### config.mk
export PLATFORM = sky130hd
export DESIGN_NAME = ldo_ramp_sequencer
export DESIGN_NICKNAME = d
export VERILOG_FILES = /design/src/rtl/ldo_ramp_sequencer.sv
export SDC_FILE = /design/constraint.sdc
export NUM_CORES = 1
export LEC_CHECK = 0
export BUFFER_PORTS_ARGS = -buffer_cell sky130_fd_sc_hd__buf_2
export CAP_MARGIN = 20
export CORE_MARGIN = 1.5
export CORE_UTILIZATION = 44
export CTS_CLUSTER_DIAMETER = 30
export DETAILED_ROUTE_END_ITERATION = 8
export PLACE_DENSITY_LB_ADDON = 0.05
export SYNTH_ARGS = -nofsm -noshare
export SYNTH_HDL_FRONTEND = slang
export SYNTH_SLANG_ARGS = --single-unit
### constraint.sdc
create_clock -name clk -period 9.55 [get_ports clk]
set_clock_uncertainty 0.15 [all_clocks]
set_input_delay 1.91 -clock clk [delete_from_list [all_inputs] [get_ports clk]]
set_output_delay 1.91 -clock clk [all_outputs]
set_load 0.03 [all_outputs]
### src/rtl/ldo_ramp_sequencer.sv
`default_nettype none
// ============================================================================
// ldo_ramp_sequencer: slews per-channel LDO DAC codes toward their targets,
// one bounded step per SPI command word pushed into a downstream FIFO. Rev 1.0
// ============================================================================
module ldo_ramp_sequencer #(
  parameter int NUM_CH    = 8,
  parameter int CODE_W    = 11,
  parameter int STEP      = 16,
  parameter int DWELL_CYC = 1024
) (
  input  logic              clk,
  input  logic              rst,
  input  logic              run,
  input  logic [NUM_CH-1:0] ch_en,
  input  logic              tgt_we,
  input  logic [2:0]        tgt_ch,
  input  logic [CODE_W-1:0] tgt_code,
  input  logic              cmd_full,
  output logic              cmd_wr_en,
  output logic [31:0]       cmd_wr_data,
  output logic              busy,
  output logic              settled
);

  localparam int                PTR_W   = (NUM_CH > 1) ? $clog2(NUM_CH) : 1;
  localparam logic [CODE_W-1:0] STEP_C  = CODE_W'(STEP);
  localparam logic [15:0]       DWELL_C = 16'(DWELL_CYC);
  localparam logic [PTR_W-1:0]  LAST_CH = PTR_W'(NUM_CH - 1);

  typedef enum logic [1:0] {
    IDLE  = 2'd0,
    SCAN  = 2'd1,
    EMIT  = 2'd2,
    DWELL = 2'd3
  } state_t;

  state_t state_q, state_d;

  logic [CODE_W-1:0] tgt_q [NUM_CH];
  logic [CODE_W-1:0] cur_q [NUM_CH];
  logic [15:0]       dwell_q;
  logic [PTR_W-1:0]  ptr_q;   // channel following the last one served
  logic [PTR_W-1:0]  idx_q;   // channel under test this SCAN cycle
  logic [PTR_W-1:0]  miss_q;
  logic [PTR_W-1:0]  sel_q;
  logic [CODE_W-1:0] next_q;
  logic              cmd_wr_en_q;
  logic [31:0]       cmd_wr_data_q;

  logic [CODE_W-1:0] w_cur, w_tgt, w_diff, w_step, w_next;
  logic [PTR_W-1:0]  w_idx_inc;
  logic [7:0]        w_ss;
  logic              w_hit;
  logic              w_enter_scan, w_scan_adv, w_latch, w_emit;

  always_comb begin
    w_cur     = cur_q[idx_q];
    w_tgt     = tgt_q[idx_q];
    w_diff    = (w_tgt > w_cur) ? (w_tgt - w_cur) : (w_cur - w_tgt);
    w_step    = (w_diff > STEP_C) ? STEP_C : w_diff;
    w_next    = (w_tgt > w_cur) ? (w_cur + w_step) : (w_cur - w_step);
    w_idx_inc = (idx_q == LAST_CH) ? '0 : (idx_q + PTR_W'(1));
    w_ss      = 8'h01 << idx_q;
    w_hit     = ch_en[idx_q] && (w_cur != w_tgt);
  end

  always_comb begin
    state_d      = state_q;
    w_enter_scan = 1'b0;
    w_scan_adv   = 1'b0;
    w_latch      = 1'b0;
    w_emit       = 1'b0;
    case (state_q)
      IDLE: begin
        if (run) begin
          state_d      = SCAN;
          w_enter_scan = 1'b1;
        end
      end
      SCAN: begin
        if (!run) begin
          state_d = IDLE;
        end else if (w_hit) begin
          state_d = EMIT;
          w_latch = 1'b1;
        end else if (miss_q == LAST_CH) begin
          state_d = IDLE;
        end else begin
          w_scan_adv = 1'b1;
        end
      end
      // run is deliberately ignored here so a started command always completes
      EMIT: begin
        if (!cmd_full) begin
          state_d = DWELL;
          w_emit  = 1'b1;
        end
      end
      DWELL: begin
        if (dwell_q == '0) begin
          if (run) begin
            state_d      = SCAN;
            w_enter_scan = 1'b1;
          end else begin
            state_d = IDLE;
          end
        end
      end
      default: state_d = IDLE;
    endcase
  end

  always_ff @(posedge clk) begin
    if (rst) begin
      state_q       <= IDLE;
      dwell_q       <= '0;
      ptr_q         <= '0;
      idx_q         <= '0;
      miss_q        <= '0;
      sel_q         <= '0;
      next_q        <= '0;
      cmd_wr_en_q   <= 1'b0;
      cmd_wr_data_q <= '0;
      for (int c = 0; c < NUM_CH; c++) begin
        tgt_q[c] <= '0;
        cur_q[c] <= '0;
      end
    end else begin
      state_q     <= state_d;
      cmd_wr_en_q <= w_emit;

      for (int c = 0; c < NUM_CH; c++) begin
        if (tgt_we && (int'(tgt_ch) == c)) begin
          tgt_q[c] <= tgt_code;
        end
      end

      if (w_enter_scan) begin
        idx_q  <= ptr_q;
        miss_q <= '0;
      end else if (w_scan_adv) begin
        idx_q  <= w_idx_inc;
        miss_q <= miss_q + PTR_W'(1);
      end

      // The step is frozen here so later target writes wait for the next visit
      if (w_latch) begin
        sel_q         <= idx_q;
        next_q        <= w_next;
        ptr_q         <= w_idx_inc;
        cmd_wr_data_q <= {16'(w_next), 8'h00, w_ss};
      end

      if (w_emit) begin
        cur_q[sel_q] <= next_q;
        dwell_q      <= DWELL_C;
      end else if ((state_q == DWELL) && (dwell_q != '0)) begin
        dwell_q <= dwell_q - 16'd1;
      end
    end
  end

  always_comb begin
    settled = 1'b1;
    for (int c = 0; c < NUM_CH; c++) begin
      if (ch_en[c] && (cur_q[c] != tgt_q[c])) begin
        settled = 1'b0;
      end
    end
  end

  assign cmd_wr_en   = cmd_wr_en_q;
  assign cmd_wr_data = cmd_wr_data_q;
  assign busy        = (state_q != IDLE);

endmodule
`default_nettype wire

## Yosys cells after proc, flatten, opt, wreduce, memory -nomap -nowiden

Memory sizes are Yosys's and may differ from the RTL's. A register that Yosys moved wholly into a read port is not among the register bits.
Index checks and enable logic that the tools add are counted.

- Bits in writable memories: 176
- Memories: 2
- Word-level logic and storage cells: 167
- Output and inout bits: 35
- Register bits after elaboration: 61
- Input bits: 27

Memories:

| memory | words | width | read ports | clocked after Yosys merged registers in | write ports | line | text |
|---|---|---|---|---|---|---|---|
| cur_q | 8 | 11 | 9 | 1 | 8 | 41 | `logic [CODE_W-1:0] cur_q [NUM_CH];` |
| tgt_q | 8 | 11 | 9 | 1 | 8 | 40 | `logic [CODE_W-1:0] tgt_q [NUM_CH];` |

- Magnitude comparators: 3
- Shifts and indexed selects: 1
- Reductions and logical operators: 29
- Add/sub/neg operators: 7
- Bitwise gates (word level): 8
- Eq/ne operators: 25
- Multiplexer cells: 82

Operators with widths:

| cell | number |
|---|---|
| two-way mux 11 bit | 14 |
| inequality test 11 bit | 9 |
| two-way mux 1 bit | 51 |
| subtractor 11 bit | 3 |
| two-way mux 3 bit | 8 |
| == test 3 bit, second input constant | 6 |
| logical AND 1 bit | 18 |
| zero test 16 bit | 1 |
| nonzero test 16 bit | 1 |
| subtractor 16 x 1 -> 16 bit, second input constant | 1 |
| two-way mux 2 bit | 6 |
| adder 11 bit | 1 |
| > comparator 11 bit | 1 |
| > comparator 11 x 5 -> 1 bit, second input constant | 1 |
| OR reduction 11 bit | 1 |
| bitwise OR 1 bit | 8 |
| case mux 2 bit (4 select lines) | 1 |
| left shift 1 x 3 -> 8 bit, first input constant | 1 |
| adder 3 x 1 -> 3 bit, second input constant | 2 |
| == test 3 x 2 -> 1 bit, second input constant | 2 |
| inequality test 2 bit, second input constant | 3 |
| nonzero test 2 bit | 3 |
| == test 2 bit, second input constant | 2 |
| < comparator 3 x 4 -> 1 bit, second input constant | 1 |
| 9 further kinds | 10 |

## Logic depth before layout (Yosys ltp)

Gate-level depths: netlist (run 1).
An unclocked memory read counts as a cell.

- Word-level depth: 11
- Depth in mapped cells: 32
- Mapped depth without buffers: 30

## Worst setup path before layout (run 1)

OpenSTA, ideal clock, no wires.

- Path kind: register -> register
- From: register with a tool-made name
- To: register next_q[10]
- Slack: 1705 ps
- Arrival: 7604 ps
- Buffers on the path: 3
- Required time: 9309 ps
- Cell stages (with the launch flop): 31
- Setup time: 91 ps
- Cell sequence: dfxtp_1 > clkbuf_1 > clkbuf_1 > mux4_2 > mux2i_1 > inv_1 > ha_1 > nor2b_1 > o311a_2 > o21ai_2 > a21o_1 > buf_6 > mux2_4 > xnor2_1 > nand4_1 > or4_4 > or2_1 > ha_1 > or3_1 > a31oi_1 > ha_1 > a21o_1 > a21oi_1 > o21ai_0 > a21oi_1 > o21ai_0 > a21o_1 > a21oi_1 > xnor2_1 > or3_1 > a311oi_1

RTL lines:

| item | line | text |
|---|---|---|
| end signal: assignment | 150 | `next_q <= w_next;` |
| end: declaration | 47 | `logic [CODE_W-1:0] next_q;` |

==> impl_metrics.tcl, run 1 <==
set metrics [dict create \
    dp_hpwl_mm 27.0 \
    dieWidth_um 173 \
    critPathArrivalTime_ps 8850 \
    h-tree-depth 2 \
    die_y_um 173 \
    grt_usage_pct 24.7 \
    cp.required_ps 9860 \
    ant_nets 0 \
    reg2regPathDepth 29 \
    crit_buf_inv 2 \
    hold_viol_final 0 \
    grt-ovfl-total 0 \
    wl_per_cell_um 22.8 \
    clockPowerShare_pct 50.2 \
    run_status "complete, no violations" \
    power_leakage_nw 5.66 \
    maxCapViolCount 0 \
    min_path_type "reg -> reg" \
    synth_flop_cell "edfxtp_1" \
    ys_ff_latch 229 \
    final_nets 1254 \
    cts-resized-gates 0 \
    r2r-end "next_q[10]$_SDFFE_PP0P_" \
    hp-start "cmd_wr_data[1]$_SDFFE_PP0P_" \
    grt_setup_unrepaired "false" \
    vias_per_cell 5.42 \
    clk_pin_slew_worst_paths_ps 50 \
    relSlewSlack_pct 41.5 \
    switchingPower_mw 1.03 \
    max_freq_mhz 117 \
    routabilityCongestion 0.901 \
    internal_power_mw 2.62 \
    timing.hold.ws_ps 299 \
    synth-edff-count 176 \
    cts_tree "yes" \
    drc 0 \
    endpoint_kind "register" \
    drt_iter0_drc 767 \
    place_area_um2 13300 \
    antenna_cells 0 \
    cp.depth 29 \
    syn_avg_cell_area_um2 11.4 \
    irDropWorstVdd_mv 0.202 \
    critical_path_class "reg -> reg" \
    min_period_ps 8540 \
    crit_fanout 24 \
    sw_frac_of_total_pct 28.2 \
    syn_area_um2 12700 \
    dp.cells 1506 \
    critPathSlowestCell "dfxtp_2" \
    stdcell_area_um2 15100 \
    fin_tns_setup_ps 0 \
    clk_latency_ps 570 \
    pwr-share-seq_pct 32.7 \
    grt_first_pass_wirelength_mm 54.9 \
    slew_violations 0 \
    root_buffer "clkbuf_16" \
    first_global_vias 8802 \
    dieArea_um2 29900 \
    setup_viol 0 \
    ioPinCount 62 \
    endpoint "next_q[10]$_SDFFE_PP0P_" \
    vias 8708 \
    max_stage_delay_ps 710 \
    power_frac_comb_pct 17.1 \
    synthCells 1111 \
    cts_sinks 229 \
    drt_wl_total_mm 36.6 \
    initial_core_util_pct 44.5 \
    num_rows 62 \
    placement.io_buffers 48 \
    dr.pass1.iters 7 \
    instances_no_fill 1607 \
    powerDensity_nw_per_um2 241 \
    cts_setup_buffers 0 \
    drive_above_1_share_pct 18.5 \
    cts.path.max_buffers 3 \
    areaGrowthSynthToFinish_pct 19.1 \
    cts_made_buffers 54 \
    tightest_slew_ps 878 \
    synth.distinct_cells 68 \
    critical-path-top-delay-family "compound AO/OA/AOI/OAI gates" \
    async_reset_ff_share_pct 0 \
    postCtsHoldBufs 0 \
    coreArea_um2 28500 \
    grt_max_degree 66 \
    rrSetupSlack_ps 1010 \
    fin_util_pct 53.1 \
    fin_crit_sh_pct 89.4 \
    cp-start-kind "register" \
    yosys_warnings 0 \
    yosysSeqAreaShare_pct 49.9 \
    antenna_found_initial 3 \
]
==> layout make-up <==
cell class | count | area [µm²]
multi-input combinational | 777 | 5920
sequential | 229 | 6350
inverter | 54 | 203
tap | 384 | 480
clock buffer | 65 | 1470
timing repair buffer | 62 | 345
clock inverter | 36 | 385
fill | 2560 | 13400
==> how the worst min path moves through the flow <==
stage,endpoint,slack (ps),cells past startpoint
global placement,cmd_wr_data[5]$_SDFFE_PP0P_,290,2
finish,cmd_wr_data[1]$_SDFFE_PP0P_,300,2
global route,cmd_wr_data[1]$_SDFFE_PP0P_,320,2
detailed placement,cmd_wr_data[2]$_SDFFE_PP0P_,300,2
floorplan,ptr_q[1]$_SDFFE_PP0P_,290,2
CTS,cmd_wr_data[0]$_SDFFE_PP0P_,300,2
==> cell families (layout without fill, tap and decap cells) <==
kind of cell / count (synthesis) / count (layout) / share of synthesized area, %
and+or+nand+nor: 400 / 400 / 16.2
DFF: 229 / 229 / 49.9
adders and majority gates: 49 / 49 / 5.00
xor gates and xnor gates: 118 / 118 / 8.13
other: 1 / 13 / 0.0295
buffers and inverters: 117 / 217 / 3.95
muxes: 79 / 79 / 10.8
AOI/OAI and AO/OA: 118 / 118 / 5.91
==> sequential cells by signal, indices dropped and copies added (netlist names), named ones only <==
| name | flops |
|---|---|
| dwell_q | 16 |
| sel_q | 3 |
| miss_q | 3 |
| idx_q | 3 |
| cur_q | 88 |
| tgt_q | 88 |
| ptr_q | 3 |
| cmd_wr_en | 1 |
| cmd_wr_data | 8 |
| state_q | 1 |
| next_q | 11 |
==> routing by layer <==
metal  vias up  track usage (%)  wire (µm)
li1       4092                -          -
met1      4280             31.6      15200
met2       257             42.8      18200
met3        79             3.98       2010
met4         0             8.37       1180
met5         -                0          0
==> tightest hold or removal path: stages, from the launching register on <==
cell and delay (ps):
dfxtp_1 300, nand2_1 50, a21oi_1 50
==> cell usage in the layout, fill, tap and decap left out, drive strengths merged, types with 7 or more instances in the layout <==
master | synthesis | routed
clkinv | 1 | 18
or3 | 14 | 14
nor3 | 22 | 22
clkinvlp | 0 | 9
dfxtp | 53 | 53
nand4 | 21 | 21
o31ai | 8 | 8
mux2i | 30 | 30
ha | 46 | 46
buf | 23 | 62
clkbuf | 40 | 65
conb | 1 | 13
nor4 | 7 | 7
xor2 | 13 | 13
nor2 | 122 | 122
and2 | 83 | 83
nand3 | 22 | 22
or2 | 11 | 11
nand2b | 23 | 23
a21oi | 48 | 48
edfxtp | 176 | 176
mux4 | 46 | 46
o21ai | 20 | 20
xnor2 | 105 | 105
nand2 | 52 | 52
inv | 53 | 58
a21o | 9 | 9
==> through the flow <==
step                      setup slack (ps)  power, mW
after global placement                1210       1.83
after detailed placement              1090       1.83
final                                 1010       3.65
after global routing                   354       3.78
after floorplan                       1710       1.66
after CTS                             1040       3.66
==> cell usage after synthesis (all sizes together), types with 2 or more instances <==
cell     instances  area share (%)
o21ai           20            0.82
a41o             2            0.16
nand3           22            0.87
nor4             7            0.34
xnor2          105             7.2
a31oi            2           0.098
and3             3            0.15
or3             14            0.69
edfxtp         176              42
nand4           21             1.1
nor2           122             3.6
a21o             9            0.53
a31o             3            0.21
nand2           52             1.5
mux2i           30             2.4
and2            83             4.1
nor3b            4            0.24
o31ai            8            0.47
or4b             3            0.24
fa               3            0.47
a2111oi          2            0.14
a21oi           48             1.9
nand2b          23             1.1
o211ai           2            0.12
nor2b            6            0.30
or4              3            0.21
clkbuf          40             1.2
xor2            13            0.90
inv             53             1.6
buf             23             1.2
nor3            22            0.95
a211oi           6            0.35
ha              46             4.5
mux4            46             8.1
dfxtp           53             8.3
or2             11            0.54
mux2             3            0.32
a21boi           4            0.24
==> power by group through the flow <==
stage	registers, mW	logic [mW]	clock network [mW]
2_1_floorplan	1.18	0.479	0
3_3_place_gp	1.21	0.622	0
3_5_place_dp	1.21	0.617	0
4_1_cts	1.19	0.621	1.84
5_1_grt	1.20	0.682	1.90
6_report	1.19	0.624	1.83
No activity file was read; power rests on OpenSTA's default activity.
==> inputs of run 2 (changes only) <==
--- a/config.mk
+++ b/config.mk
@@ -5,6 +5,7 @@
 export SDC_FILE = /design/constraint.sdc
 export NUM_CORES = 1
 export LEC_CHECK = 0
+export ABC_AREA = 1
 export BUFFER_PORTS_ARGS = -buffer_cell sky130_fd_sc_hd__buf_2
 export CAP_MARGIN = 20
 export CORE_MARGIN = 1.5
==> run 2 against run 1 <==
Against the previous run: register-to-register slack improved by 1300 ps; sequential share of layout area decreased by 1.6 points; via count is 25% higher; total power increased by 65%; synthesized cell count rose by 42%; first-iteration DRC count rose by 36%; worst hold slack improved by 18 ps; worst setup slack better by 1300 ps; non-clock buffer count increased by 1; critical path type unchanged; largest power group is now combinational cells.
==> impl_metrics.tcl, run 2 <==
set metrics [dict create \
    ioPinCount 62 \
    synthTopCellsByArea "edfxtp_1 40%, nor2_1 8.8%, dfxtp_1 8.0%" \
    num_rows 63 \
    mostFrequentLayoutCells "311 x nor2_1, 229 x nand2_1, 176 x edfxtp_1, 164 x inv_1, 144 x o21ai_0" \
    setup_viol 0 \
    drt_wl_total_mm 41.5 \
    critical_path_class "reg -> reg" \
    synth_top_area_share_pct 39.9 \
    yosysSeqAreaShare_pct 47.9 \
    hold_viol_final 0 \
    synth_flop_cell "edfxtp_1" \
    worst_slack_ps 2280 \
    dieWidth_um 177 \
    dr.pass1.iters 5 \
    post-place-ws_ps 2110 \
    fin_tns_setup_ps 0 \
    endpoint_kind "register" \
    cts-resized-gates 0 \
    dp.cells 1963 \
    root_buffer "clkbuf_16" \
    drt_iter0_drc 1043 \
    first_global_vias 10671 \
    drive_above_1_share_pct 11.6 \
    h-tree-depth 2 \
    grt_setup_unrepaired "false" \
    final_common_cell "nor2_1" \
    relSlewSlack_pct 41.6 \
    cts_sinks 229 \
    instances_no_fill 2066 \
    min_path_type "reg -> reg" \
    coreArea_um2 29600 \
    fin_crit_sh_pct 76.1 \
    maxCapViolCount 0 \
    min_period_ps 7270 \
    drc 0 \
    syn_area_um2 13300 \
    syn_avg_cell_area_um2 8.43 \
    clk_pin_slew_worst_paths_ps 40 \
    cts_tree "yes" \
    grt_first_pass_wirelength_mm 63.0 \
    crit_fanout 53 \
    fin_util_pct 53.1 \
    power_leakage_nw 6.71 \
    grt_max_degree 89 \
    antenna_found_initial 0 \
    yosysTopAreaCell "edfxtp_1" \
    async_reset_ff_share_pct 0 \
    max_stage_delay_ps 590 \
    wl_per_cell_um 20.1 \
    yosys_warnings 0 \
    initial_core_util_pct 44.7 \
    synthTopCellsByCount "312 x nor2_1, 229 x nand2_1, 176 x edfxtp_1" \
    clk_latency_ps 580 \
    nFillCells 2828 \
    critPathSlowestCell "o21ai_0" \
    die_y_um 177 \
    grt_usage_pct 27.2 \
    powerDensity_nw_per_um2 382 \
    critPathArrivalTime_ps 7580 \
    run_status "complete, no violations" \
    yosysMostFrequentCell "nor2_1" \
    place_area_um2 13800 \
    synth-edff-count 176 \
    antenna_cells 0 \
    vias 10914 \
    stdcell_area_um2 15700 \
    max_freq_mhz 138 \
    areaGrowthSynthToFinish_pct 18.7 \
    ys_ff_latch 229 \
    final_nets 1707 \
    synth.distinct_cells 49 \
    vias_per_cell 5.28 \
    tightest_slew_ps 867 \
    cp-start-kind "register" \
    dp_hpwl_mm 30.8 \
    cts.path.max_buffers 3 \
    cts_made_buffers 54 \
    routabilityCongestion 0.937 \
    grt-ovfl-total 0 \
    ant_nets 0 \
    dieArea_um2 31200 \
    irDropWorstVdd_mv 0.176 \
    cp.required_ps 9860 \
    placement.io_buffers 48 \
    cts_setup_buffers 0 \
    top_regs "cur_q x88, tgt_q x88, dwell_q x16" \
    postCtsHoldBufs 0 \
    slew_violations 0 \
    synthCells 1574 \
]
-- run 2: power by group --
| group | internal, mW | switching (mW) |
|---|---|---|
| combinational | 0.893 | 1.98 |
| sequential | 1.16 | 0.0839 |
| clock | 1.30 | 0.602 |
| total | 3.35 | 2.67 |
-- run 2: cells by family (layout without fill, tap and decap cells) --
group           Yosys count  in the layout  share of synthesized area (%)
compound gates          270            270                           11.3
fa+ha+maj                49             49                           4.79
flops                   229            229                           47.9
other cells               1             13                         0.0283
simple gates            670            670                           21.4
buf+inv                 247            337                           7.54
xor+xnor                108            108                           7.13
-- run 2: worst paths after layout --
kind              depth (start not counted)                       to                    from  slack [ps]
setup reg to reg                         40  next_q[10]$_SDFFE_PP0P_                register        2280
hold reg to reg                           2   miss_q[2]$_SDFFE_PP0P_  miss_q[2]$_SDFFE_PP0P_         320
setup / recovery                         40  next_q[10]$_SDFFE_PP0P_                register        2280
hold / removal                            2   miss_q[2]$_SDFFE_PP0P_  miss_q[2]$_SDFFE_PP0P_         320
-- run 2: final cells by class --
cell class              count  area, µm²  share of cell area (%)
multi-input cells        1110       5960                    37.9
repair buffers             63        393                    2.50
clock inverters            38        492                    3.12
well taps                 390        488                    3.10
flip-flops and latches    229       6350                    40.3
clock buffers              63       1410                    8.93
inverters                 173        651                    4.13
-- run 2: critical path: cells and delay by family (launching register included) --
family,cells,cell delay [ps]
compound gates,6,1560
xor+xnor,2,370
fa+ha+maj,3,960
buf+inv,9,1750
flops,1,320
simple gates,20,2040
-- run 2: layer usage --
| metal | up-vias | track usage (%) | part of all wire (%) |
|---|---|---|---|
| met5 | - | 0 | 0 |
| met1 | 5174 | 35.7 | 43 |
| met4 | 0 | 9.46 | 3.1 |
| li1 | 5326 | - | - |
| met3 | 78 | 4.80 | 6.2 |
| met2 | 336 | 45.1 | 48 |
-- run 2: stage by stage --
stage | hold WS (ps) | power [mW]
2_1_floorplan | 291 | 3.38
3_3_place_gp | 304 | 4.11
3_5_place_dp | 309 | 4.08
4_1_cts | 317 | 6.00
5_1_grt | 339 | 6.44
6_report | 317 | 6.01
==> inputs of run 3 (changes only) <==
==> constraint.sdc (replaced) <==
create_clock -name clk -period 5.85 [get_ports clk]
set_clock_uncertainty 0.15 [all_clocks]
set_input_delay 1.17 -clock clk [delete_from_list [all_inputs] [get_ports clk]]
set_output_delay 1.17 -clock clk [all_outputs]
set_load 0.03 [all_outputs]
==> run 3 against run 2 <==
Against the previous run: die area did not move; via count is 2.9% higher; non-clock buffer count grew 84; clock power grew 59%; global-route usage shrank 0.31 points; sequential power grew 63%; clock-buffer cell count fell by 2; wire length increased by 2.6%; fmax is 33% higher; core utilization grew 3.5 points; register-to-register slack worse by 1900 ps; total power up 82%; critical path type unchanged.
==> impl_metrics.tcl, run 3 (synthesis results as in run 2) <==
set metrics [dict create \
    run_status "complete, no violations" \
    p_total_mw 11.0 \
    maxCapViolCount 0 \
    grt_first_pass_wirelength_mm 62.4 \
    dr_wl_met2_mm 20.2 \
    stdcell_area_um2 16800 \
    antenna_cells 0 \
    dieWidth_um 177 \
    fin_crit_sh_pct 93.6 \
    relSlewSlack_pct 55.9 \
    irDropWorstVdd_mv 0.426 \
    max_stage_delay_ps 390 \
    tightest_slew_ps 662 \
    vias 11228 \
    drt_iter0_drc 868 \
    fin_tns_setup_ps 0 \
    cts_sinks 229 \
    endpoint_kind "register" \
    areaGrowthSynthToFinish_pct 26.4 \
    cts.path.max_buffers 3 \
    wl_met1_mm 18.6 \
    endpoint "next_q[10]$_SDFFE_PP0P_" \
    cp.required_ps 6140 \
    wl_met3_mm 2.27 \
    num_rows 63 \
    clk_latency_ps 560 \
    instances_no_fill 2147 \
    min_path_type "reg -> reg" \
    initial_core_util_pct 44.7 \
    cp-start-kind "register" \
    crit_top_cell "nand2_1" \
    place_area_um2 14400 \
    cp.depth 39 \
    final_common_cell "nor2_1" \
    max_freq_mhz 183 \
    reg2regPathDepth 39 \
    ioPinCount 62 \
    coreArea_um2 29600 \
    regArea_um2 6350 \
    hold_viol_final 0 \
    drc 0 \
    nFillCells 2806 \
    critical-path-top-delay-family "simple AND/OR/NAND/NOR gates" \
    r2r-end "next_q[10]$_SDFFE_PP0P_" \
    cts_made_buffers 53 \
    grt_max_degree 59 \
    critPathArrivalTime_ps 5770 \
    h-tree-depth 2 \
    dieArea_um2 31200 \
    dp_hpwl_mm 30.9 \
    drive_above_1_share_pct 19.2 \
    rrSetupSlack_ps 370 \
    routabilityCongestion 0.926 \
    timing.hold.ws_ps 312 \
    cts_tree "yes" \
    dp.cells 2037 \
    grt-ovfl-total 0 \
    crit_buf_inv 8 \
    final_nets 1791 \
    placement.io_buffers 48 \
    fin_util_pct 56.6 \
    mostFrequentLayoutCells "307 x nor2_1, 220 x nand2_1, 176 x edfxtp_1, 160 x inv_1, 119 x o21ai_0" \
    top_regs "cur_q x88, tgt_q x88, dwell_q x16" \
    antenna_found_initial 0 \
    vias_per_cell 5.23 \
    powerDensity_nw_per_um2 654 \
    critical_path_class "reg -> reg" \
    drt_wl_total_mm 42.6 \
    root_buffer "clkbuf_16" \
    dr.pass1.iters 5 \
    die_y_um 177 \
    highest_layer "met4" \
    critPathSlowestCell "dfxtp_4" \
    wl_per_cell_um 19.8 \
    clk_pin_slew_worst_paths_ps 40 \
    ant_nets 0 \
    crit_fanout 29 \
    slew_violations 0 \
    post-place-ws_ps -249 \
    worst_slack_ps 372 \
    power_leakage_nw 7.23 \
    grt_usage_pct 26.9 \
    multiInputGateArea_um2 6230 \
    setup_viol 0 \
    min_period_ps 5480 \
    first_global_vias 10627 \
]
## run 3: changes by cell type in the layout (fill, tap and decap cells not counted), sizes merged
cell,change
buf,+79
bufinv,-1
clkbuf,+3
clkinv,+2
clkinvlp,-3
nand2,+1
## run 3: worst min path at each step
stage / endpoint / depth (start not counted) / slack [ps] / start
after CTS: cmd_wr_data[5]$_SDFFE_PP0P_ / 2 / 320 / cmd_wr_data[5]$_SDFFE_PP0P_
after global routing: miss_q[1]$_SDFFE_PP0P_ / 2 / 340 / miss_q[1]$_SDFFE_PP0P_
after floorplan: ptr_q[0]$_SDFFE_PP0P_ / 2 / 290 / ptr_q[0]$_SDFFE_PP0P_
after detailed placement: cmd_wr_data[5]$_SDFFE_PP0P_ / 2 / 310 / cmd_wr_data[5]$_SDFFE_PP0P_
after global placement: miss_q[2]$_SDFFE_PP0P_ / 2 / 310 / miss_q[2]$_SDFFE_PP0P_
final: cmd_wr_data[5]$_SDFFE_PP0P_ / 2 / 310 / cmd_wr_data[5]$_SDFFE_PP0P_
## run 3: power breakdown
group	internal (mW)	switching (mW)	leakage [nW]
combinational	2.36	3.55	4.14
sequential	1.89	0.136	2.19
clock	2.08	0.952	0.899
## run 3: cell type report
| class | instances | share of cell area [%] |
|---|---|---|
| repair buffers | 147 | 7.02 |
| clock inverters | 36 | 2.72 |
| clock buffers | 61 | 8.39 |
| flip-flops and latches | 229 | 37.9 |
| well taps | 390 | 2.91 |
| inverters | 173 | 3.94 |
| multi-input cells | 1111 | 37.1 |
## run 3: layer usage
layer	global-route usage, %	up-vias
met4	9.36	0
met1	35.7	5281
met2	45.3	329
met5	0	-
met3	3.25	97
li1	-	5521
## run 3: worst register-to-register path: cells and delay by family (launching register included)
family	cells	cell delay (ps)
AO/OA/AOI/OAI	7	1220
XOR/XNOR	1	180
AND/OR/NAND/NOR	20	1830
adder cells (fa/ha/maj)	3	800
buffers and inverters	8	820
flip-flops	1	390
## run 3: what timing repair did
item,4_1_cts,5_1_grt
gates resized for setup,3,91
endpoints found under the setup margin,3,4
pin swaps,0,22
buffers inserted,0,6
hold buffers,0,0
cloned,0,7
hold endpoints to repair,0,0
